File: config.mk
export PLATFORM = sky130hd
export DESIGN_NAME = vec_st_unit_flat
export DESIGN_NICKNAME = d
export VERILOG_FILES = /design/src/rtl/vec_st_if.sv /design/src/rtl/vec_st_unit.sv /design/src/flat_wrapper.sv
export SDC_FILE = /design/constraint.sdc
export NUM_CORES = 2
export LEC_CHECK = 0
export ABC_CLOCK_PERIOD_IN_PS = 2750
export CAP_MARGIN = 20
export CORE_ASPECT_RATIO = 1.75
export CORE_MARGIN = 5
export CORE_UTILIZATION = 25
export CTS_CLUSTER_DIAMETER = 30
export DETAILED_ROUTE_END_ITERATION = 8
export DONT_BUFFER_PORTS = 1
export GPL_TIMING_DRIVEN = 1
export SLEW_MARGIN = 0
export SYNTH_ARGS = -nofsm -noshare
export SYNTH_HDL_FRONTEND = slang
export SYNTH_SLANG_ARGS = --single-unit
File: constraint.sdc
create_clock -name clk -period 2.75 [get_ports clk]
set_clock_uncertainty 0.15 [all_clocks]
set_input_delay 0.275 -clock clk [delete_from_list [all_inputs] [get_ports clk]]
set_output_delay 0.275 -clock clk [all_outputs]
set_load 0.05 [all_outputs]
File: src/rtl/vec_st_if.sv
// Memory write channel between the vector store unit and the memory side.
// The LSU (master) drives address, data and write request; memory (slave) returns the ack.
interface vec_st_if #(
    parameter int unsigned XLEN = 32,
    parameter int unsigned SEW  = 32
);
    logic [XLEN-1:0] lsu2mem_addr;
    logic [SEW-1:0]  lsu2mem_data;
    logic            lsu2mem_we;
    logic            mem2lsu_ack;

    modport master (
        output lsu2mem_addr,
        output lsu2mem_data,
        output lsu2mem_we,
        input  mem2lsu_ack
    );

    modport slave (
        input  lsu2mem_addr,
        input  lsu2mem_data,
        input  lsu2mem_we,
        output mem2lsu_ack
    );
endinterface

File: src/rtl/vec_st_unit.sv
// Vector store unit: writes VLMAX elements of a captured vector register group to memory,
// one element per accepted write, at base + i*stride.
// Optional feature: define VEC_ST_MASK_EN to add a per-element write mask input (vmask).
// Masked-off elements spend one STORE cycle with we=0 and still advance the address.
module vec_st_unit #(
    parameter int unsigned XLEN  = 32,
    parameter int unsigned VLEN  = 512,
    parameter int unsigned SEW   = 32,
    parameter int unsigned LMUL  = 1,
    parameter int unsigned VLMAX = (VLEN / SEW) * LMUL
) (
    input  logic                 clk,
    input  logic                 n_rst,
    input  logic                 st_inst,
    input  logic                 stride_sel,
    input  logic [XLEN-1:0]      rs1_data,
    input  logic [XLEN-1:0]      rs2_data,
    input  logic [VLEN*LMUL-1:0] vs3_data,
`ifdef VEC_ST_MASK_EN
    input  logic [VLMAX-1:0]     vmask,
`endif
    vec_st_if.master             mem,
    output logic                 busy,
    output logic                 is_stored
);

    localparam int unsigned VW = VLEN * LMUL;
    localparam int unsigned CW = $clog2(VLMAX) + 1;
    localparam logic [XLEN-1:0] UnitStride = XLEN'(SEW / 8);
    localparam logic [CW-1:0]   LastIdx    = CW'(VLMAX - 1);

    typedef enum logic [1:0] {StIdle, StStore, StDone} state_e;

    state_e            state_q, state_d;
    logic [CW-1:0]     cnt_q, cnt_d;
    logic [VW-1:0]     vec_q, vec_d;
    logic [VLMAX-1:0]  mask_q, mask_d;
    logic [XLEN-1:0]   stride_q, stride_d;
    logic [XLEN-1:0]   addr_q, addr_d;
    logic [SEW-1:0]    data_q, data_d;
    logic              we_q, we_d;
    logic              busy_q, busy_d;
    logic              done_q, done_d;

    logic [VLMAX-1:0]  mask_in;
    logic [CW-1:0]     nxt;
    logic [VW-1:0]     vec_sh;
    logic [VLMAX-1:0]  mask_sh;
    logic              advance;

`ifdef VEC_ST_MASK_EN
    assign mask_in = vmask;
`else
    assign mask_in = '1;
`endif

    // A masked-off element (we_q low in STORE) moves on without waiting for an ack.
    assign advance = mem.mem2lsu_ack || !we_q;

    // Next-state and next-output logic; outputs are registered so they change only on edges.
    always_comb begin
        state_d  = state_q;
        cnt_d    = cnt_q;
        vec_d    = vec_q;
        mask_d   = mask_q;
        stride_d = stride_q;
        addr_d   = addr_q;
        data_d   = data_q;
        we_d     = we_q;
        busy_d   = busy_q;
        done_d   = 1'b0;
        nxt      = cnt_q + CW'(1);
        vec_sh   = vec_q >> (nxt * SEW);
        mask_sh  = mask_q >> nxt;

        unique case (state_q)
            StIdle: begin
                if (st_inst) begin
                    state_d  = StStore;
                    cnt_d    = '0;
                    vec_d    = vs3_data;
                    mask_d   = mask_in;
                    stride_d = stride_sel ? UnitStride : rs2_data;
                    addr_d   = rs1_data;
                    data_d   = vs3_data[SEW-1:0];
                    we_d     = mask_in[0];
                    busy_d   = 1'b1;
                end
            end
            StStore: begin
                if (advance) begin
                    if (cnt_q == LastIdx) begin
                        state_d = StDone;
                        addr_d  = '0;
                        data_d  = '0;
                        we_d    = 1'b0;
                        done_d  = 1'b1;
                    end else begin
                        cnt_d  = nxt;
                        addr_d = addr_q + stride_q;
                        data_d = vec_sh[SEW-1:0];
                        we_d   = mask_sh[0];
                    end
                end
            end
            StDone: begin
                state_d = StIdle;
                busy_d  = 1'b0;
            end
            default: begin
                state_d = StIdle;
                busy_d  = 1'b0;
                we_d    = 1'b0;
                addr_d  = '0;
                data_d  = '0;
            end
        endcase
    end

    // State and output registers with synchronous active-low reset.
    always_ff @(posedge clk) begin
        if (!n_rst) begin
            state_q  <= StIdle;
            cnt_q    <= '0;
            vec_q    <= '0;
            mask_q   <= '0;
            stride_q <= '0;
            addr_q   <= '0;
            data_q   <= '0;
            we_q     <= 1'b0;
            busy_q   <= 1'b0;
            done_q   <= 1'b0;
        end else begin
            state_q  <= state_d;
            cnt_q    <= cnt_d;
            vec_q    <= vec_d;
            mask_q   <= mask_d;
            stride_q <= stride_d;
            addr_q   <= addr_d;
            data_q   <= data_d;
            we_q     <= we_d;
            busy_q   <= busy_d;
            done_q   <= done_d;
        end
    end

    assign mem.lsu2mem_addr = addr_q;
    assign mem.lsu2mem_data = data_q;
    assign mem.lsu2mem_we   = we_q;
    assign busy             = busy_q;
    assign is_stored        = done_q;

endmodule

File: src/flat_wrapper.sv
// flat-port wrapper written by rule: the top's interface ports become plain ports
module vec_st_unit_flat 
#(
    parameter int unsigned XLEN  = 32,
    parameter int unsigned VLEN  = 512,
    parameter int unsigned SEW   = 32,
    parameter int unsigned LMUL  = 1,
    parameter int unsigned VLMAX = (VLEN / SEW) * LMUL
)
  (clk, n_rst, st_inst, stride_sel, rs1_data, rs2_data, vs3_data, busy, is_stored, mem_lsu2mem_addr, mem_lsu2mem_data, mem_lsu2mem_we, mem_mem2lsu_ack);
  vec_st_if #(.XLEN(XLEN), .SEW(SEW)) mem_i ();
  input  logic clk;
  input  logic n_rst;
  input  logic st_inst;
  input  logic stride_sel;
  input  logic [XLEN-1:0] rs1_data;
  input  logic [XLEN-1:0] rs2_data;
  input  logic [VLEN*LMUL-1:0] vs3_data;
  output logic busy;
  output logic is_stored;
  output wire logic [$bits(mem_i.lsu2mem_addr)-1:0] mem_lsu2mem_addr;
  output wire logic [$bits(mem_i.lsu2mem_data)-1:0] mem_lsu2mem_data;
  output wire logic [$bits(mem_i.lsu2mem_we)-1:0] mem_lsu2mem_we;
  input wire logic [$bits(mem_i.mem2lsu_ack)-1:0] mem_mem2lsu_ack;
  assign mem_lsu2mem_addr = mem_i.lsu2mem_addr;
  assign mem_lsu2mem_data = mem_i.lsu2mem_data;
  assign mem_lsu2mem_we = mem_i.lsu2mem_we;
  assign mem_i.mem2lsu_ack = mem_mem2lsu_ack;
  vec_st_unit #(.XLEN(XLEN), .VLEN(VLEN), .SEW(SEW), .LMUL(LMUL), .VLMAX(VLMAX)) u_core (.clk(clk), .n_rst(n_rst), .st_inst(st_inst), .stride_sel(stride_sel), .rs1_data(rs1_data), .rs2_data(rs2_data), .vs3_data(vs3_data), .mem(mem_i), .busy(busy), .is_stored(is_stored));
endmodule
==> results.tsv, run 1 <==
stage	metric	value	unit
yosys	synthTopCellsByArea	dfxtp_1 (44%), nand2_1 (15%), a21boi_0 (14%), mux4_2 (13%), clkbuf_1 (3.0%)	
yosys	synth_most_common_cell	nand2_1	
yosys	ys_seq_area_share	43.77	%
placement	place_congestion	0.8643	
yosys	avgSynthCellArea	9.054	um2
clock_network	clock_sinks	619	
yosys	syn_nets	3742	
yosys	synth_flop_cell	dfxtp_1	
placement	dp_cells	4483	
yosys	yosys.area.top_type_share	43.77	%
placement	place.detailed.hpwl	97.05	mm
yosys	synth_area	28310	um2
clock_network	cts_setup_buffers	9	
die	fp-row-count	163	
clock_network	htreeDepth	3	
die	die_h	455.2	um
clock_network	clockBufferDepth	3	
placement	place_area	30590	um2
yosys	synth_edf_count	0	
placement	port_buffers	0	
outcome	outcome	stopped before the end	
outcome	firstError	[ERROR RSZ-0060] Max buffer count reached.	
die	io_pins	648	
clock_network	numCtsBuffers	117	
yosys	synth-seq-cells	619	
die	die_width	264.4	um
yosys	synth_top_cell_by_area	dfxtp_1	
clock_network	hold_buffers	945	
clock_network	cts_root_buf	clkbuf_16	
die	start_util	25.15	%
outcome	lastStage	4_1_cts	
clock_network	cts_resized	43	
yosys	synthTopCellsByCount	nand2_1 (1,130), dfxtp_1 (619), a21boi_0 (545)	
yosys	ys_types	54	
yosys	syn_inst	3127	
yosys	async_flop_share	0	%
yosys	yosysWarnings	0	
[cell families after synthesis]
logic type / count (synthesis) / share of synthesized area, %
compound gates: 765 / 19.69
xor+xnor: 31 / 0.9590
fa+ha+maj: 34 / 1.529
buf+inv: 266 / 3.628
flops: 619 / 43.77
mux: 160 / 12.73
simple gates: 1252 / 17.70
[per-stage QoR]
stage / worst slack, ns / hold slack (ns) / setup TNS (ns) / utilization (%)
3_3_place_gp: -0.2725 / 0.2718 / -1.833 / 27.17
2_1_floorplan: -0.01724 / 0.2559 / -0.04661 / -
3_5_place_dp: -0.2026 / 0.2735 / -1.743 / 27.17
==> run 2: changes to the inputs <==
--- a/config.mk
+++ b/config.mk
@@ -5,15 +5,14 @@
 export SDC_FILE = /design/constraint.sdc
 export NUM_CORES = 2
 export LEC_CHECK = 0
-export ABC_CLOCK_PERIOD_IN_PS = 2750
+export ABC_CLOCK_PERIOD_IN_PS = 3600
 export CAP_MARGIN = 20
-export CORE_ASPECT_RATIO = 1.75
 export CORE_MARGIN = 5
-export CORE_UTILIZATION = 25
-export CTS_CLUSTER_DIAMETER = 30
+export CORE_UTILIZATION = 20
 export DETAILED_ROUTE_END_ITERATION = 8
 export DONT_BUFFER_PORTS = 1
 export GPL_TIMING_DRIVEN = 1
+export PLACE_DENSITY_LB_ADDON = 0.15
 export SLEW_MARGIN = 0
 export SYNTH_ARGS = -nofsm -noshare
 export SYNTH_HDL_FRONTEND = slang
==> constraint.sdc (replaced) <==
create_clock -name clk -period 3.6 [get_ports clk]
set_clock_uncertainty 0.15 [all_clocks]
set_input_delay 0.36 -clock clk [delete_from_list [all_inputs] [get_ports clk]]
set_output_delay 0.36 -clock clk [all_outputs]
set_load 0.05 [all_outputs]
==> run 2 against run 1 <==
The flow now finishes without violations. Synthesized area unchanged. Synthesized cell count unchanged.
==> results.tsv, run 2 <==
stage	metric	value	unit
yosys	synth_edf_count	0	
yosys	ys_types	54	
setup_path	cp_cell_sequence	nor2_4, and2_4, buf_16, nand3b_1, dlygate4sd3_1, a21boi_0, dlygate4sd3_1	
timing	relSlewSlack	13.20	%
die	io_pins	648	
yosys	synth_top_family_by_area	compound AO/OA/AOI/OAI gates	
yosys	async_flop_share	0	%
drt	wire_per_inst	23.71	um
drt	dr.first_iter.drc_count	1245	
setup_path	start_kind	flip-flop	
power_and_ir_drop	leakage	16.21	nW
yosys	synth_flop_cell	dfxtp_1	
cells_and_area	largest_register	u_core.vec_q	
hold_path	hp-class	input port to flip-flop	
die	die_width	386.2	um
yosys	ys_seq_area_share	43.77	%
die	fp-row-count	138	
clock_network	clockBufferDepth	3	
yosys	avgSynthCellArea	9.054	um2
placement	port_buffers	0	
die	die_h	386.2	um
yosys	synthMuxAreaShare	12.73	%
yosys	synth-seq-cells	619	
global_routing	grt_max_degree	336	
yosys	synthTopCellsByCount	nand2_1 (1,130), dfxtp_1 (619), a21boi_0 (545)	
clock_network	clk_latency	0.70	ns
global_routing	grt_pass1_wl	196.5	mm
drt	ant_nets	0	
setup_path	crit_top_cell	dlygate4sd3_1	
yosys	yosys.area.top_type_share	43.77	%
setup_path	path_class	flip-flop to flip-flop	
timing	tns	0	ns
timing	max_freq	0.3011	GHz
setup_path	slowest_delay	0.58	ns
clock_network	clock_sinks	619	
yosys	synth-xor-area-share	0.9590	%
die	die_area	149200	um2
cells_and_area	design_area	42800	um2
yosys	synth_area	28310	um2
cells_and_area	drive_above_1_share	9.422	%
timing	timing.hold.ws	0.05180	ns
cells_and_area	final_common_cell	nand2_1	
drt	vias	26160	
placement	place_congestion	0.7859	
drt	drt_first_pass_iters	5	
timing	hold_viol_final	0	
power_and_ir_drop	power_density	450.9	nW/um2
timing	tightest_slew	1.302	ns
cells_and_area	largest_reg_flops	512	
cells_and_area	syn_to_final_growth	51.16	%
clock_network	cts_root_buf	clkbuf_16	
yosys	syn_inst	3127	
clock_network	numCtsBuffers	83	
timing	period_share	92.27	%
setup_path	arrival	3.80	ns
yosys	synth-adder-area-share	1.529	%
yosys	yosysWarnings	0	
power_and_ir_drop	irDropWorstVdd	358.9	uV
timing	slew_violations	0	
die	start_util	20.07	%
setup_path	critPathCaptureType	flip-flop	
global_routing	antenna_found_initial	46	
cells_and_area	num-nets-final	4583	
yosys	synth_most_common_cell	nand2_1	
cells_and_area	mostFrequentLayoutCells	nand2_1 (1,128), dlygate4sd3_1 (941), dfxtp_1 (618), a21boi_0 (545), mux4_2 (160)	
clock_network	cts_tree	yes	
setup_path	critPathMaxFanout	122	
global_routing	track_usage	18.25	%
setup_path	required	4.07	ns
clock_network	htreeDepth	3	
timing	setup_viol	0	
clock_network	cts.clk_slew.worst_paths	0.05	ns
global_routing	grt_pass1_vias	27160	
setup_path	cp_slowest_cell	dlygate4sd3_1	
drt	drt_wl_total	141.0	mm
yosys	syn_nets	3742	
global_routing	gr-total-overflow	0	
flow_run	max-cap-violations	0	
timing	period_needed	3.322	ns
yosys	synthTopCellsByArea	dfxtp_1 (44%), nand2_1 (15%), a21boi_0 (14%), mux4_2 (13%), clkbuf_1 (3.0%)	
placement	place_area	30510	um2
yosys	synthSimpleGateAreaFrac	17.70	%
drt	drc	0	
cells_and_area	fin_util	30.34	%
die	core-area	141100	um2
yosys	synth_compound_area_share	19.69	%
outcome	outcome	complete, no violations	
placement	place.detailed.hpwl	98.01	mm
drt	post_drt_via_cell_ratio	4.398	
timing	rsz0062_at_grt	false	
yosys	synth_top_cell_by_area	dfxtp_1	
run 2: cell counts after synthesis:
Identical to the previous run, type by type.
run 2: routing by layer:
layer	wire length, um	vias to the layer above	GRT usage (%)	share of wire (%)
met3	9229	193	4.905	6.5
met5	91	-	0.1984	0.065
met4	4121	14	5.549	2.9
met1	60620	12820	22.82	43
li1	-	12450	-	-
met2	66980	682	30.71	47
run 2: repair_timing:
item,4_1_cts,5_1_grt
hold buffers,942,0
hold endpoints to repair,619,0
setup endpoints to repair,0,2
gates resized for setup,0,1
buffers inserted,0,2
run 2: worst paths after layout:
kind | startpoint | to | slack (ns) | depth (start not counted)
hold reg to reg | u_core.mask_q[0] | u_core.mask_q[0] | 0.31 | 1
setup reg to reg | u_core.state_q[0] | u_core.stride_q[8] | 0.28 | 7
hold / removal | st_inst | u_core.vec_q[116] | 0.05 | 3
setup / recovery | u_core.state_q[0] | u_core.stride_q[8] | 0.28 | 7
run 2: where the power goes:
group | internal [mW] | switching, mW | leakage (nW)
Clock | 4.97 | 3.47 | 1.34
Sequential | 7.26 | 0.421 | 5.08
Combinational | 1.55 | 1.63 | 9.79
run 2: cell families after synthesis:
kind of cell | count (synthesis)
AO/OA/AOI/OAI | 765
XOR/XNOR | 31
adder cells (fa/ha/maj) | 34
buffers and inverters | 266
flip-flops | 619
multiplexers | 160
AND/OR/NAND/NOR | 1252
run 2: worst max-delay path: cells and delay by family (launching register included):
family | cells | cell delay, ns
simple gates | 3 | 0.84
buf+inv | 3 | 1.48
flops | 1 | 0.46
compound gates | 1 | 0.18
run 2: final cells by class:
class	count	area, um2
clock inverters	20	264.0
clock buffers	130	2485
flip-flops and latches	619	12400
diodes	25	62.56
fillers	14910	98270
inverters	9	33.78
multi-input cells	2243	14960
repair buffers	1012	10230
well taps	1890	2365
run 2: metrics by stage:
stage          cells  power (mW)  setup slack, ns
6_report        5948       19.30           0.2783
4_1_cts         5920       19.62           0.2204
3_5_place_dp    4828       10.12           0.5377
5_1_grt         5939       20.14           0.1265
3_3_place_gp    4828       10.10           0.5336
2_1_floorplan   3127       9.214           0.4797
No activity file was read; power rests on OpenSTA's default activity.
